<file path="config.mk">
export PLATFORM = sky130hd
export DESIGN_NAME = mem_stage_lsu
export DESIGN_NICKNAME = d
export VERILOG_FILES = /design/src/rtl/lsu_pkg.sv /design/src/rtl/lsu_align.sv /design/src/rtl/mem_stage_lsu.sv
export SDC_FILE = /design/constraint.sdc
export NUM_CORES = 1
export LEC_CHECK = 0
export ABC_AREA = 0
export BUFFER_PORTS_ARGS = -buffer_cell sky130_fd_sc_hd__buf_2
export CORE_ASPECT_RATIO = 1.4
export CORE_MARGIN = 2
export CORE_UTILIZATION = 50
export CTS_CLUSTER_DIAMETER = 150
export DETAILED_ROUTE_END_ITERATION = 7
export PLACE_DENSITY = 0.76
export SYNTH_ARGS = -nofsm -noshare
export SYNTH_HDL_FRONTEND = slang
export SYNTH_SLANG_ARGS = --single-unit
</file>
<file path="constraint.sdc">
create_clock -name clk -period 3.6 [get_ports clk]
set_input_delay 0.54 -clock clk [delete_from_list [all_inputs] [get_ports clk]]
set_output_delay 0.54 -clock clk [all_outputs]
set_load 0.03 [all_outputs]
</file>
<file path="src/rtl/lsu_pkg.sv">
// Shared definitions for the memory-stage load/store unit.
//   XLEN / REG_AW : default data and register-index widths
//   SZ_*          : size field (funct3[1:0]); funct3[2] selects zero-extension
//   lsu_state_t   : access sequencer states
//   is_misaligned : trap check for an access size against the low address bits
package lsu_pkg;

    localparam int XLEN   = 32;
    localparam int REG_AW = 5;

    localparam logic [2:0] F3_B  = 3'b000;
    localparam logic [2:0] F3_H  = 3'b001;
    localparam logic [2:0] F3_W  = 3'b010;
    localparam logic [2:0] F3_BU = 3'b100;
    localparam logic [2:0] F3_HU = 3'b101;

    localparam logic [1:0] SZ_B = 2'b00;
    localparam logic [1:0] SZ_H = 2'b01;
    localparam logic [1:0] SZ_W = 2'b10;

    typedef enum logic [1:0] {
        IDLE     = 2'd0,
        REQ      = 2'd1,
        WAIT_RSP = 2'd2
    } lsu_state_t;

    function automatic logic is_misaligned(input logic [2:0] funct3, input logic [1:0] addr_lo);
        logic mis;
        mis = 1'b0;
        case (funct3[1:0])
            SZ_H:    mis = addr_lo[0];
            SZ_W:    mis = (addr_lo != 2'b00);
            default: mis = 1'b0;
        endcase
        return mis;
    endfunction

endpackage

</file>
<file path="src/rtl/lsu_align.sv">
// Byte-lane steering for the data-memory bus (purely combinational).
//   funct3     : access size/sign
//   addr_lo    : byte offset within the word
//   store_data : LSB-justified store data
//   load_word  : raw word returned by memory
//   be         : byte enables for a store of this size/offset
//   lane_data  : store data replicated onto every lane it may occupy
//   load_data  : selected byte/half, sign- or zero-extended
module lsu_align
    import lsu_pkg::*;
#(
    parameter int XLEN = 32
) (
    input  logic [2:0]      funct3,
    input  logic [1:0]      addr_lo,
    input  logic [XLEN-1:0] store_data,
    input  logic [XLEN-1:0] load_word,
    output logic [3:0]      be,
    output logic [XLEN-1:0] lane_data,
    output logic [XLEN-1:0] load_data
);

    logic [7:0]  byte_sel;
    logic [15:0] half_sel;

    always_comb begin
        case (addr_lo)
            2'd0:    byte_sel = load_word[7:0];
            2'd1:    byte_sel = load_word[15:8];
            2'd2:    byte_sel = load_word[23:16];
            default: byte_sel = load_word[31:24];
        endcase
        half_sel = addr_lo[1] ? load_word[31:16] : load_word[15:0];
    end

    always_comb begin
        be        = 4'b1111;
        lane_data = store_data;
        load_data = load_word;
        case (funct3[1:0])
            SZ_B: begin
                be        = 4'b0001 << addr_lo;
                lane_data = {4{store_data[7:0]}};
                load_data = funct3[2] ? {{(XLEN-8){1'b0}}, byte_sel}
                                      : {{(XLEN-8){byte_sel[7]}}, byte_sel};
            end
            SZ_H: begin
                be        = addr_lo[1] ? 4'b1100 : 4'b0011;
                lane_data = {2{store_data[15:0]}};
                load_data = funct3[2] ? {{(XLEN-16){1'b0}}, half_sel}
                                      : {{(XLEN-16){half_sel[15]}}, half_sel};
            end
            default: ;
        endcase
    end

endmodule

</file>
<file path="src/rtl/mem_stage_lsu.sv">
// Memory-stage load/store unit: turns the EX/MEM bundle (*M) into the
// MEM/WB bundle (*W), running loads/stores over a request/grant +
// read-valid data bus and stalling upstream while an access is in flight.
//   *M inputs  : EX/MEM pipeline register outputs
//   mem_*      : data-memory request (req/we/addr/wdata/be) and response (gnt/rvalid/rdata)
//   StallM     : freeze EX/MEM and all earlier stages
//   *W outputs : registered MEM/WB bundle; RegWriteW=0 on bubbles
//
// state    | meaning
// IDLE     | sampling *M; non-memory ops and misaligned traps retire here
// REQ      | mem_req held with latched address/data until mem_gnt
// WAIT_RSP | load granted, waiting for mem_rvalid
module mem_stage_lsu
    import lsu_pkg::*;
#(
    parameter int XLEN   = 32,
    parameter int REG_AW = 5
) (
    input  logic              clk,
    input  logic              rst_n,
    input  logic              ValidM,
    input  logic              RegWriteM,
    input  logic              ResultSrcM,
    input  logic              MemWriteM,
    input  logic [2:0]        Funct3M,
    input  logic [XLEN-1:0]   ALUResultM,
    input  logic [XLEN-1:0]   WriteDataM,
    input  logic [REG_AW-1:0] RdM,
    output logic              mem_req,
    output logic              mem_we,
    output logic [XLEN-1:0]   mem_addr,
    output logic [XLEN-1:0]   mem_wdata,
    output logic [3:0]        mem_be,
    input  logic              mem_gnt,
    input  logic              mem_rvalid,
    input  logic [XLEN-1:0]   mem_rdata,
    output logic              StallM,
    output logic              RegWriteW,
    output logic              ResultSrcW,
    output logic [XLEN-1:0]   ALUResultW,
    output logic [XLEN-1:0]   ReadDataW,
    output logic [REG_AW-1:0] RdW,
    output logic              MisalignW
);

    lsu_state_t state, state_next;

    logic mem_op, misalign, start, complete;

    logic [XLEN-1:0]   addr_q, wdata_q;
    logic [3:0]        be_q;
    logic              we_q, regwrite_q, result_src_q;
    logic [2:0]        funct3_q;
    logic [REG_AW-1:0] rd_q;

    logic [3:0]      st_be;
    logic [XLEN-1:0] st_lane, ld_data;
    logic [XLEN-1:0] st_load_unused, ld_lane_unused;
    logic [3:0]      ld_be_unused;

    assign mem_op   = ValidM & (ResultSrcM | MemWriteM);
    assign misalign = mem_op & is_misaligned(Funct3M, ALUResultM[1:0]);
    assign start    = mem_op & ~misalign;

    // A store finishes on its grant; a load on rvalid, which may coincide with the grant.
    assign complete = ((state == REQ) & mem_gnt & (we_q | mem_rvalid)) |
                      ((state == WAIT_RSP) & mem_rvalid);

    lsu_align #(.XLEN(XLEN)) u_store_align (
        .funct3     (Funct3M),
        .addr_lo    (ALUResultM[1:0]),
        .store_data (WriteDataM),
        .load_word  ('0),
        .be         (st_be),
        .lane_data  (st_lane),
        .load_data  (st_load_unused)
    );

    lsu_align #(.XLEN(XLEN)) u_load_align (
        .funct3     (funct3_q),
        .addr_lo    (addr_q[1:0]),
        .store_data ('0),
        .load_word  (mem_rdata),
        .be         (ld_be_unused),
        .lane_data  (ld_lane_unused),
        .load_data  (ld_data)
    );

    always_ff @(posedge clk or negedge rst_n) begin
        if (!rst_n) state <= IDLE;
        else        state <= state_next;
    end

    always_comb begin
        state_next = state;
        case (state)
            IDLE:     if (start) state_next = REQ;
            REQ:      if (mem_gnt) state_next = (we_q | mem_rvalid) ? IDLE : WAIT_RSP;
            WAIT_RSP: if (mem_rvalid) state_next = IDLE;
            default:  state_next = IDLE;
        endcase
    end

    always_comb begin
        mem_req = 1'b0;
        StallM  = 1'b0;
        case (state)
            IDLE:     StallM = start;
            REQ: begin
                mem_req = 1'b1;
                StallM  = ~complete;
            end
            WAIT_RSP: StallM = ~mem_rvalid;
            default:  ;
        endcase
    end

    assign mem_we    = we_q;
    assign mem_addr  = {addr_q[XLEN-1:2], 2'b00};
    assign mem_wdata = wdata_q;
    assign mem_be    = be_q;

    // Access context is captured only when leaving IDLE; upstream holds *M while stalled.
    always_ff @(posedge clk or negedge rst_n) begin
        if (!rst_n) begin
            addr_q       <= '0;
            wdata_q      <= '0;
            be_q         <= '0;
            we_q         <= 1'b0;
            regwrite_q   <= 1'b0;
            result_src_q <= 1'b0;
            funct3_q     <= '0;
            rd_q         <= '0;
        end else if (state == IDLE && start) begin
            addr_q       <= ALUResultM;
            wdata_q      <= st_lane;
            be_q         <= MemWriteM ? st_be : 4'b0000;
            we_q         <= MemWriteM;
            regwrite_q   <= RegWriteM;
            result_src_q <= ResultSrcM & ~MemWriteM;
            funct3_q     <= Funct3M;
            rd_q         <= RdM;
        end
    end

    always_ff @(posedge clk or negedge rst_n) begin
        if (!rst_n) begin
            RegWriteW  <= 1'b0;
            ResultSrcW <= 1'b0;
            ALUResultW <= '0;
            ReadDataW  <= '0;
            RdW        <= '0;
            MisalignW  <= 1'b0;
        end else if (state == IDLE && !start) begin
            // Non-memory op, empty slot, or trapped misaligned access.
            RegWriteW  <= RegWriteM & ValidM & ~misalign;
            ResultSrcW <= ResultSrcM & ValidM;
            ALUResultW <= ALUResultM;
            ReadDataW  <= '0;
            RdW        <= RdM;
            MisalignW  <= misalign;
        end else if (complete) begin
            RegWriteW  <= regwrite_q & ~we_q;
            ResultSrcW <= result_src_q;
            ALUResultW <= addr_q;
            ReadDataW  <= we_q ? '0 : ld_data;
            RdW        <= rd_q;
            MisalignW  <= 1'b0;
        end else begin
            RegWriteW  <= 1'b0;
            MisalignW  <= 1'b0;
        end
    end

endmodule

</file>
* Word-level counts from Yosys, hierarchy flattened
Cells that the tools add are included.
** Word-level totals
- Memory bits (read-only) :: 0
- Word-level logic and storage cells :: 84
- Memories :: 0
- Bits in latches :: 0
- Bits of input ports :: 112
- Register bits :: 153
- Memory bits (writable) :: 0
- Output and inout port bits :: 143
** Operators by class
- Equal/unequal tests :: 10
- Multiply operators :: 0
- Mux-type cells :: 29
- Reductions and logical operators :: 10
- Order comparisons :: 0
- Div/mod/pow operators :: 0
- Bitwise gates (word level) :: 19
- $add $sub $neg :: 0
- Shift-type cells :: 1
** Operator list (count)
- 2-to-1 mux 32 bit :: 7
- one-hot mux 32 bit (2 select lines) :: 2
- one-hot mux 8 bit (3 select lines) :: 1
- 2-to-1 mux 16 bit :: 1
- bitwise AND 1 bit :: 11
- 2-to-1 mux 5 bit :: 2
- equality test 2 x 1 -> 1 bit (second input constant) :: 4
- zero test 2 bit :: 4
- 2-to-1 mux 2 bit :: 4
- 2-to-1 mux 4 bit :: 2
- one-hot mux 4 bit (2 select lines) :: 1
- equality test 2 bit (second input constant) :: 3
- 2-to-1 mux 1 bit :: 6
- inequality test 2 bit (second input constant) :: 3
- one-hot mux 2 bit (3 select lines) :: 1
- NOT 1 bit :: 5
- nonzero test 2 bit :: 2
- left shift 1 x 2 -> 4 bit (first input constant) :: 1
- bitwise OR 1 bit :: 3
- one-hot mux 1 bit (3 select lines) :: 1
- AND reduction 3 bit :: 1
- logical AND 1 bit :: 2
- one-hot mux 1 bit (2 select lines) :: 1
- zero test 1 bit :: 1

* Depth between registers and ports, before layout
Gate-level depths: netlist of the first run.
- Depth in word-level cells :: 8
- Depth in mapped cells :: 9
- Mapped depth without buffers :: 6

* Modules after synthesis
A second synthesis of the first run with hierarchy kept.
** Unflattened totals
- Cells, all modules :: 849
- Area total of the unflattened synthesis :: 9312.7 µm²
** Modules (own cells, without submodules)
- mem_stage_lsu :: seq. area each 3828.7 µm², times used 1, area each 6945.4 µm², cells an instance 509
- lsu_align :: seq. area each 0.0 µm², times used 2, area each 1183.6 µm², cells an instance 170

* Least setup slack after synthesis of the first run
No wires, ideal clock.
- Kind :: input port to output port
- Start :: input port Funct3M[1]
- End :: output port StallM
- Cell stages on the path :: 8
- Buffers on the path :: 3
- Required time :: 3060 ps
- Arrival :: 2546 ps
- Path slack :: 514 ps
- Cells stage by stage :: clkbuf_1 -> inv_1 -> ha_1 -> nand3_1 -> nand4_1 -> clkbuf_1 -> clkbuf_1 -> o221ai_1
** Between the ends
- Cells in the longest elaborated chain, start to end :: 6
- Elaborated cells on any way between the ends :: 7
- Classes of those cells :: eq/ne: 2; mux: 2; bitwise: 3
** Ends and longest elaborated chain
- start, declared :: line mem_stage_lsu.sv:25 : input logic [2:0] Funct3M,
- equality test 2 bit or equality test 2 x 1 -> 1 bit (tied branches)
- one-hot mux 1 bit (2 select lines) (*) :: line lsu_pkg.sv:30 : case (funct3[1:0])
- bitwise AND 1 bit (*) :: line mem_stage_lsu.sv:62 : assign misalign = mem_op & is_misaligned(Funct3M, ALUResultM[1:0]);
- NOT 1 bit (*) :: line mem_stage_lsu.sv:63 : assign start = mem_op & ~misalign;
- bitwise AND 1 bit (*) :: line mem_stage_lsu.sv:63
- one-hot mux 1 bit (3 select lines) (*) :: line mem_stage_lsu.sv:107 : case (state)
- end, declared :: line mem_stage_lsu.sv:37 : output logic StallM,
Every way passes the cells marked *; elsewhere a longest branch is shown, timed or not.

* Worst setup path after layout of the first run
Ends and elaborated chain as after synthesis.

==> results of run 1 <==
==> metal layers <==
metal | part of all wire (%) | up-vias | routed length (microns)
li1 | - | 2589 | -
met1 | 39 | 2761 | 6998
met2 | 53 | 193 | 9628
met3 | 5.4 | 32 | 981
met4 | 2.9 | 0 | 522
met5 | 0 | - | 0
==> critical path: cells and delay by family <==
| family | cells | cell delay (ns) |
|---|---|---|
| buffers and inverters | 3 | 0.55 |
| and+or+nand+nor | 2 | 0.53 |
| adders and majority gates | 1 | 0.45 |
| AOI/OAI and AO/OA | 1 | 0.15 |
==> registers in the layout (all words and copies together) (netlist names) <==
register,flops
ALUResultW,32
mem_we,1
ResultSrcW,1
MisalignW,1
funct3_q,3
mem_wdata,32
addr_q,32
ReadDataW,32
state,2
result_src_q,1
RegWriteW,1
mem_be,4
regwrite_q,1
rd_q,5
RdW,5
==> path summary, 6_finish.rpt <==
path	end	slack, ns	cells past startpoint
max	StallM	0.83	7
min	ReadDataW[26]	0.15	1
max reg2reg	ReadDataW[22]	1.25	4
min reg2reg	ALUResultW[5]	0.47	1
max in group asynchronous	rd_q[1]	2.57	2
min in group clk	ReadDataW[29]	0.37	2
==> final cells by class <==
class	instances	area, sq um
Clock inverter	14	171.4
Multi-Input combinational cell	367	2815
Sequential cell	153	3829
Timing Repair Buffer	258	1338
Clock buffer	18	429.2
Fill cell	1202	5071
Tap cell	185	231.5
Inverter	7	26.28
==> metrics by stage <==
step	cell area, sq um	setup slack (ns)	hold WS [ns]	utilization (%)
after floorplan	7101	0.5142	0.2444	-
after global placement	8239	0.8121	0.4564	59.23
after detailed placement	8239	0.7245	0.4640	59.23
after CTS	8840	0.8206	0.1833	63.55
after global routing	8840	0.7132	0.2028	63.55
final	8840	0.8279	0.1499	63.55
==> cell families after synthesis <==
logic type,count (synthesis),share of synthesized area (%)
adders and majority gates,3,0.5290
and+or+nand+nor,82,5.995
DFF,153,53.95
buffers and inverters,84,6.699
AOI/OAI and AO/OA,207,21.46
other,1,0.05284
muxes,73,11.32
==> layout by cell type, fill, tap and decap left out, drive strengths merged, types with 2 or more instances in the layout <==
cell type and n:
o21a 2, clkinv 6, clkinvlp 3, inv 9, dfrtp 153, a21oi 21
ha 3, clkbuf 18, buf 258, o21ai 52, conb 2, a22o 45
o221ai 2, nand3 2, mux2 58, o2bb2ai 7, nand2b 19, nand2 37
a221o 18, nor2 7, nor2b 11, bufinv 3, a21o 35, a32o 8
a22oi 11, mux2i 15
==> power by group through the flow <==
| stage | Sequential (mW) | Combinational, mW | Clock (mW) |
|---|---|---|---|
| floorplan | 3.43 | 1.58 | 0 |
| global placement | 2.74 | 2.98 | 0 |
| detailed placement | 2.77 | 3.05 | 0 |
| CTS | 2.75 | 3.06 | 1.84 |
| global route | 2.83 | 3.23 | 1.92 |
| finish | 2.76 | 3.03 | 1.80 |
==> qor.yml, run 1 <==
detailed_routing:
  drtPass1Iterations: 4
  vias: 5575
  drtIter0Drc: 370
  postRouteAntennaNets: 0
  viasPerCell: 5.564
  drcViolationCount: 0
  routed_wl_mm: 18.13
  routedWlPerCell_microns: 18.09
synthesis:
  async_reset_ff_share_pct: 100.0
  yosysSeqAreaShare_pct: 53.95
  synth.most_common_cell: "dfrtp_1"
  netlist.area_leader.share_pct: 53.95
  ys_ff_latch: 153
  synth_ff_type: "dfrtp_1"
  synthCells: 603
  synth.top_cells.by_count: "dfrtp_1 (153), mux2_2 (57), o21ai_0 (52)"
  synth_area_sq_um: 7097
  yosysWarnings: 0
  synth.distinct_cells: 39
  synth_edf_count: 0
  yosys-top-cells-area: "dfrtp_1 (54%), mux2_2 (9.0%), a22o_1 (5.6%)"
  avgSynthCellArea_sq_um: 11.77
  yosys.area.top_type: "dfrtp_1"
pwr:
  seq_power_share_pct: 36.3
  p_sw_mw: 3.151
  p_leak_nw: 4.610
  finalPower_mw: 7.586
  pwr_density_cell_nw_per_um2: 858.1
  clock_power_share_pct: 23.7
  combPwrFrac_pct: 40.0
  p_int_mw: 4.435
  ir_drop_v: 0.0004627
  p_sw_share_pct: 41.54
run:
  max_cap_violations: 0
sta:
  slew_headroom_pct: 35.19
  drv_slew: 0
  fin_crit_ns: 2.772
  max_freq_mhz: 360.7
  tns_ns: 0
  finalSetupViolCount: 0
  rsz0062_at_grt: "no"
  worst_slew_pin_slew_ns: 0.9722
  hold_violations: 0
  period_share_pct: 77.00
  final.setup_skew_ns: 0.01660
floorplanning:
  initial_core_util_pct: 51.02
  chipWidth_microns: 104.7
  die_h_microns: 145.0
  core_sq_um: 13910
  die-area_sq_um: 15180
  io_pins: 255
  num_rows: 51
global_route:
  use_met3_pct: 5.930
  gr-total-overflow: 0
  grt_max_degree: 111
  use_met1_pct: 28.16
  top_usage_layer: "met2"
  grt_pass1_wl_mm: 29.61
  grt_usage_pct: 24.31
  antenna_found_initial: 0
  met2_usage_pct: 42.48
  grt_pass1_vias: 5867
cts:
  cts_buffers: 17
  clk_latency_ns: 0.42
  cts.sinks: 153
  root_buffer: "clkbuf_16"
  ctsLongestPathBuffers: 2
  cts_setup_buffers: 0
  cts-resized-gates: 0
  cts_hold_buffers: 0
  clkTransAtPathRegs_ns: 0.06
  tritoncts: "done"
  htreeDepth: 4
critical_path:
  crit_arrival_ns: 2.23
  worstSetupPathType: "input pin to primary output"
  cp_cell_sequence: "buf_2 -> inv_1 -> ha_1 -> nand3_1 -> nand4_1 -> o221ai_1 -> buf_2"
  crit_required_ns: 3.06
  crit_fanout: 12
  slowest_stage: "ha_1"
  crit-reg2reg-launch: "state[1]"
  end_kind: "primary output"
  critPathMaxStageDelay_ns: 0.45
  path_common_cell: "buf_2"
  worstSetupStartpoint: "Funct3M[1]"
  crit_path_start_kind: "input pin"
placed_design:
  dp_cells: 970
  gp_congestion: 0.8089
  dp_hpwl_mm: 12.98
  io_buffers: 252
cells_and_area:
  antennaDiodeCount: 0
  drive_above_1_share_pct: 42.96
  area_delta_synth_final_pct: 24.56
  layout.nets: 919
  fin_cells: 1002
run_status:
  outcome: "finished, final reports clean"
worst_hold_path:
  hp-class: "input pin to async pin"
Power figures use the tool's default switching activity.
==> run 2: changes to the inputs <==
==> constraint.sdc (replaced) <==
create_clock -name clk -period 2.89 [get_ports clk]
set_input_delay 0.4335 -clock clk [delete_from_list [all_inputs] [get_ports clk]]
set_output_delay 0.4335 -clock clk [all_outputs]
set_load 0.03 [all_outputs]
==> run 2 against run 1 <==
  * Critical path depth fell by 2
  * Largest cell class unchanged
  * Count of clock-buffer cells in the layout rose by 4
  * Combinational power rose by 27%
  * Die area did not move
  * Sequential share of layout area fell by 0.20 points
  * Clock skew fell by 0.0060 ns
  * Register-to-register slack got worse by 0.71 ns
  * Worst setup slack got worse by 0.29 ns
  * Worst hold slack got worse by 0.083 ns
  * Cell count rose by 0.70%
  * Global-route usage rose by 0.34 points
  * Core utilization rose by 0.30 points
==> qor.yml, run 2 (synthesis results as in run 1) <==
run_status:
  outcome: "finished, final reports clean"
global_route:
  grt_max_degree: 85  # -23%
  antenna_found_initial: 1  # +1
  gr-total-overflow: 0  # unchanged
  grt_pass1_wl_mm: 29.66  # +0.17%
  grt_usage_pct: 24.64  # +0.34 points
  grt_pass1_vias: 5825  # -0.72%
sta:
  rsz0062_at_grt: "no"
  drv_slew: 0  # unchanged
  slew_headroom_pct: 36.42  # +1.2 points
  tns_ns: 0  # unchanged
  final.setup_skew_ns: 0.01064  # -0.005960 ns
  period_share_pct: 81.23
  hold_violations: 0  # unchanged
  max_freq_mhz: 426.0
  whs_ns: 0.06679  # -0.08312 ns
  fin_crit_ns: 2.348
  worst_slack_ns: 0.5423  # -0.2856 ns
  worst_slew_pin_slew_ns: 0.9536  # -0.01852 ns
  finalSetupViolCount: 0  # unchanged
critical_path:
  crit_arrival_ns: 2.65  # +0.42 ns
  crit-reg2reg-launch: "state[0]"
  ff2ff_path_depth: 5  # +1
  reg2reg_to: "ReadDataW[30]"
  crit_path_end: "ReadDataW[30]"
  end_kind: "flop"
  worstSetupPathType: "flop to flop"
  crit_required_ns: 3.19  # +0.13 ns
  worstSetupStartpoint: "state[0]"
  ff2ff_setup_slack_ns: 0.54  # -0.71 ns
  crit_path_start_kind: "flop"
  crit_fanout: 69  # +57
detailed_routing:
  drtIter0Drc: 297  # -20%
  routed_wl_mm: 18.69  # +3.1%
  vias: 5701  # +2.3%
  drtPass1Iterations: 4  # unchanged
  postRouteAntennaNets: 0  # unchanged
  routedWlPerCell_microns: 18.52  # +2.4%
  drcViolationCount: 0  # unchanged
  viasPerCell: 5.650  # +1.6%
cts:
  htreeDepth: 4  # unchanged
  cts_hold_buffers: 0  # unchanged
  root_buffer: "clkbuf_16"
  cts_setup_buffers: 0  # unchanged
  clk_latency_ns: 0.42  # about the same
  cts-resized-gates: 0  # unchanged
  cts.sinks: 153  # unchanged
  cts_buffers: 17  # unchanged
  clkTransAtPathRegs_ns: 0.06  # about the same
  ctsLongestPathBuffers: 2  # unchanged
  tritoncts: "done"
placed_design:
  dp_slack_ns: 0.5603  # -0.1642 ns
  gp_congestion: 0.8271  # +2.2%
  io_buffers: 252  # unchanged
  dp_hpwl_mm: 13.29  # +2.3%
pwr:
  p_leak_nw: 4.642  # +0.69%
  finalPower_mw: 9.442  # +24%
  ir_drop_v: 0.0005830  # +26%
  pwr_density_cell_nw_per_um2: 1063  # +24%
floorplanning:
  die_h_microns: 145.0  # unchanged
  io_pins: 255  # unchanged
  initial_core_util_pct: 51.02  # unchanged
  num_rows: 51  # unchanged
  core_sq_um: 13910  # unchanged
  die-area_sq_um: 15180  # unchanged
  chipWidth_microns: 104.7  # unchanged
cells_and_area:
  mostFrequentLayoutCells: "buf_2 (251), dfrtp_1 (153), mux2_2 (57)"
  n_fill_cell: 1169  # -2.7%
  layout.nets: 925  # +0.65%
  drive_above_1_share_pct: 43.13  # +0.17 points
  final_common_cell: "buf_2"
  area_delta_synth_final_pct: 25.14
run:
  max_cap_violations: 0  # unchanged
worst_hold_path:
  hp-class: "input pin to async pin"
## run 2: layer usage
layer | wire (microns) | track usage, % | vias to the layer above
met5 | 0 | 0 | -
met4 | 644 | 11.00 | 0
met3 | 1090 | 6.020 | 45
met2 | 9711 | 43.04 | 230
met1 | 7243 | 28.51 | 2822
li1 | - | - | 2604
## run 2: worst max-delay path, stage by stage, from the launching register on
cell,delay (ns)
dfrtp_1,0.48
nor2b_1,0.32
a22o_1,0.72
nor2_4,0.09
buf_12,0.23
a221o_1,0.38
## run 2: worst min-delay path by stage
stage | end | depth (start not counted) | start
after floorplan | ALUResultW[0] | 0 | rst_n
after global routing | ReadDataW[24] | 1 | rst_n
after CTS | ReadDataW[24] | 1 | rst_n
final | ReadDataW[25] | 1 | rst_n
after detailed placement | ALUResultW[2] | 1 | ALUResultW[2]
after global placement | ALUResultW[25] | 1 | ALUResultW[25]
## run 2: where the power goes
part / switching (mW) / internal [mW] / leakage [nW]
clock network: 0.868 / 1.32 / 0.285
registers: 0.535 / 2.87 / 1.91
logic: 2.53 / 1.32 / 2.45
## run 2: final cells by class
cell class,instances,area (sq um),share of cell area [%]
flip-flops and latches,153,3829,43.11
multi-input cells,367,2815,31.70
repair buffers,264,1395,15.71
clock buffers,22,464.2,5.227
well taps,185,231.5,2.606
clock inverters,10,117.6,1.324
inverters,7,26.28,0.2959
diodes,1,2.502,0.02818
## run 2: per-stage QoR
stage	util, %	std cells	instance area [sq um]
floorplan	-	604	7101
global placement	59.64	976	8297
detailed placement	59.64	976	8297
CTS	63.82	1008	8879
global route	63.82	1008	8879
finish	63.84	1009	8881
==> run 3: changes to the inputs <==
--- a/config.mk
+++ b/config.mk
@@ -5,14 +5,14 @@
 export SDC_FILE = /design/constraint.sdc
 export NUM_CORES = 1
 export LEC_CHECK = 0
-export ABC_AREA = 0
+export ABC_AREA = 1
 export BUFFER_PORTS_ARGS = -buffer_cell sky130_fd_sc_hd__buf_2
 export CORE_ASPECT_RATIO = 1.4
 export CORE_MARGIN = 2
-export CORE_UTILIZATION = 50
+export CORE_UTILIZATION = 46
 export CTS_CLUSTER_DIAMETER = 150
 export DETAILED_ROUTE_END_ITERATION = 7
-export PLACE_DENSITY = 0.76
+export PLACE_DENSITY = 0.73
 export SYNTH_ARGS = -nofsm -noshare
 export SYNTH_HDL_FRONTEND = slang
 export SYNTH_SLANG_ARGS = --single-unit
==> constraint.sdc (replaced) <==
create_clock -name clk -period 2.1 [get_ports clk]
set_input_delay 0.315 -clock clk [delete_from_list [all_inputs] [get_ports clk]]
set_output_delay 0.315 -clock clk [all_outputs]
set_load 0.03 [all_outputs]
==> run 3 against run 2 <==
  * Cell count up 36%
  * Worst setup slack worse by 0.45 ns
  * Critical path depth up 5
  * Synthesized cell count up 57%
  * Largest power group unchanged
==> qor.yml, run 3 <==
critical_path:
  path_common_cell: "buf_2"
  ff2ff_setup_slack_ns: 0.31  # -0.23 ns
  crit_fanout: 15  # -78%
  end_kind: "primary output"
  slowest_stage: "ha_1"
  reg2reg_to: "ReadDataW[31]"
  crit_path_start_kind: "input pin"
  crit_required_ns: 1.78  # -1.41 ns
  crit-reg2reg-launch: "addr_q[1]"
  crit_arrival_ns: 1.69  # -0.96 ns
  ff2ff_path_depth: 6  # +1
  critPathMaxStageDelay_ns: 0.29  # -0.43 ns
  cp_cell_sequence: "buf_2 -> inv_2 -> ha_1 -> o21a_1 -> nand2_2 -> nand2_4 -> nor2_8 -> inv_4 -> nand4_1 -> buf_2"
  worstSetupPathType: "input pin to primary output"
floorplanning:
  die-area_sq_um: 17360  # +14%
  io_pins: 255  # unchanged
  die_h_microns: 155.1  # +7.0%
  core_sq_um: 16030  # +15%
  num_rows: 55  # +7.8%
  initial_core_util_pct: 46.78  # -4.2 points
  chipWidth_microns: 111.9  # +6.9%
sta:
  rsz0062_at_grt: "no"
  final.setup_skew_ns: 0.006218  # -0.004418 ns
  period_share_pct: 95.43
  drv_slew: 0  # unchanged
  slew_headroom_pct: 63.70  # +27 points
  tns_ns: 0  # unchanged
  finalSetupViolCount: 0  # unchanged
  hold_violations: 0  # unchanged
  fin_crit_ns: 2.004
  worst_slew_pin_slew_ns: 0.5445  # -0.4092 ns
  max_freq_mhz: 499.0
detailed_routing:
  drtPass1Iterations: 5  # +1
  routed_wl_mm: 20.08  # +7.5%
  routedWlPerCell_microns: 14.63  # -21%
  drcViolationCount: 0  # unchanged
  viasPerCell: 4.916  # -13%
  postRouteAntennaNets: 0  # unchanged
  vias: 6750  # +18%
  drtIter0Drc: 444  # +49%
cts:
  cts_buffers: 17  # unchanged
  clk_latency_ns: 0.42  # about the same
  cts.sinks: 153  # unchanged
  root_buffer: "clkbuf_16"
  ctsLongestPathBuffers: 2  # unchanged
  tritoncts: "done"
  clkTransAtPathRegs_ns: 0.06  # about the same
  htreeDepth: 4  # unchanged
pwr:
  finalPower_mw: 16.53  # +75%
  p_leak_nw: 5.256  # +13%
  ir_drop_v: 0.0009793  # +68%
  pwr_density_cell_nw_per_um2: 1763  # +66%
placed_design:
  dp_hpwl_mm: 14.55  # +9.5%
  dp_cells: 1338  # +37%
  io_buffers: 252  # unchanged
  place_area_sq_um: 8753  # +5.5%
  gp_congestion: 0.8781  # +6.2%
cells_and_area:
  layout.nets: 1274  # +38%
  area_delta_synth_final_pct: 24.99
  fin_cells: 1373  # +36%
  fin_area_sq_um: 9375  # +5.6%
  n_fill_cell: 1523  # +30%
  multiInputGateArea_sq_um: 2751  # -2.3%
  drive_above_1_share_pct: 28.92  # -14 points
  mostFrequentLayoutCells: "nand2_1 (337), buf_2 (251), dfrtp_1 (153)"
  seq_area_sq_um: 3829  # unchanged
  final_common_cell: "nand2_1"
worst_hold_path:
  holdPathStages: 3
  worstHoldStart: "RegWriteM"
  hp-class: "input pin to flop"
  hold_end: "regwrite_q"
synthesis:
  synth-simple-area-share_pct: 23.57  # +18 points
  synthXorXnorAreaFrac_pct: 0  # unchanged
  synth_edf_count: 0  # unchanged
  synth_area_sq_um: 7501  # +5.7%
  synth.distinct_cells: 35  # -10%
  yosysWarnings: 0  # unchanged
  netlist.area_leader.share_pct: 51.04  # -2.9 points
  async_reset_ff_share_pct: 100.0  # unchanged
  synth_fa_ha_area_share_pct: 0.5004  # -0.028 points
  ys_ff_latch: 153  # unchanged
  synth_ff_type: "dfrtp_1"
  synth_top_family_by_area: "simple AND/OR/NAND/NOR gates"
  yosysSeqAreaShare_pct: 51.04  # -2.9 points
  avgSynthCellArea_sq_um: 7.938  # -33%
  yosys.area.top_type: "dfrtp_1"
  yosys-top-cells-area: "dfrtp_1 (51%), nand2_1 (17%), o21ai_0 (6.3%)"
  synthCells: 945  # +57%
  synth.top_cells.by_count: "nand2_1 (337), dfrtp_1 (153), inv_1 (105)"
  synth-compound-area-share_pct: 12.38  # -9.1 points
  synthMuxAreaShare_pct: 0  # -11 points
  synth.most_common_cell: "nand2_1"
global_route:
  grt_max_degree: 81  # -4.7%
  grt_usage_pct: 23.59  # -1.1 points
  grt_pass1_vias: 6587  # +13%
  gr-total-overflow: 0  # unchanged
  antenna_found_initial: 2  # +1
  grt_pass1_wl_mm: 32.75  # +10%
run_status:
  outcome: "finished, final reports clean"
run:
  max_cap_violations: 0  # unchanged
## run 3: changes by cell type in the layout (fill, tap and decap cells not counted), moves of 18 or more
| cell | delta |
|---|---|
| a21o_1 | -35 |
| a221o_1 | -18 |
| a22o_1 | -45 |
| inv_1 | +97 |
| mux2_2 | -57 |
| nand2_1 | +300 |
| nand2b_1 | -19 |
| nand3_1 | +57 |
| o21ai_0 | +42 |
| o21ai_1 | +38 |
## run 3: final cells by class
| cell class | instances | area share, % |
|---|---|---|
| tap | 199 | 2.656 |
| timing repair buffer | 275 | 16.32 |
| clock buffer | 19 | 4.831 |
| antenna | 2 | 0.05338 |
| multi-input combinational | 603 | 29.35 |
| clock inverter | 13 | 1.535 |
| inverter | 109 | 4.417 |
| sequential | 153 | 40.84 |
## run 3: logic make-up after synthesis
| family | count (synthesis) |
|---|---|
| buffers and inverters | 190 |
| adders and majority gates | 3 |
| other | 1 |
| DFF | 153 |
| and+or+nand+nor | 427 |
| AOI/OAI and AO/OA | 171 |
## run 3: worst max path at each step
stage | end | slack [ns] | from | cells past startpoint
floorplan | StallM | 0.02 | Funct3M[1] | 13
global placement | StallM | 0.16 | Funct3M[1] | 10
detailed placement | mem_be[3] | 0.08 | Funct3M[1] | 10
CTS | StallM | 0.08 | state[1] | 6
global route | StallM | 0.01 | state[1] | 6
finish | StallM | 0.1 | Funct3M[1] | 10
## run 3: timing repair
action / 4_1_cts / 5_1_grt
resized for setup: 0 / 2
endpoints found under the setup margin: 0 / 1
hold endpoints to repair: 48 / 0
setup buffers: 0 / 0
hold buffers: 1 / 0
## run 3: critical path: cells and delay by family
family                   cells  cell delay, ns
buffers and inverters        4            0.60
AO/OA/AOI/OAI                1            0.14
adder cells (fa/ha/maj)      1            0.29
AND/OR/NAND/NOR              4            0.35
## run 3: power breakdown
group          internal [mW]  leakage (nW)  total, mW  switching, mW
Clock                   1.82         0.288       3.08           1.26
Combinational           2.36          3.03       8.14           5.78
Sequential              4.36          1.93       5.31          0.951
Total                   8.54          5.26       16.5           7.99
## run 3: routing by layer
metal  routed length, microns  track usage [%]  vias up
li1                         -                -     3362
met1                     8220            28.54     3105
met2                     9955            40.20      236
met3                     1214            5.415       47
met4                      693            10.58        0
met5                        0                0        -
## run 3: through the flow
step	setup slack [ns]	hold slack [ns]	util [%]
4_1_cts	0.07555	0.1058	58.38
2_1_floorplan	0.02430	0.01941	-
6_report	0.09588	0.1197	58.47
3_3_place_gp	0.1621	0.3189	54.59
5_1_grt	0.01212	0.1160	58.45
3_5_place_dp	0.08195	0.3190	54.59
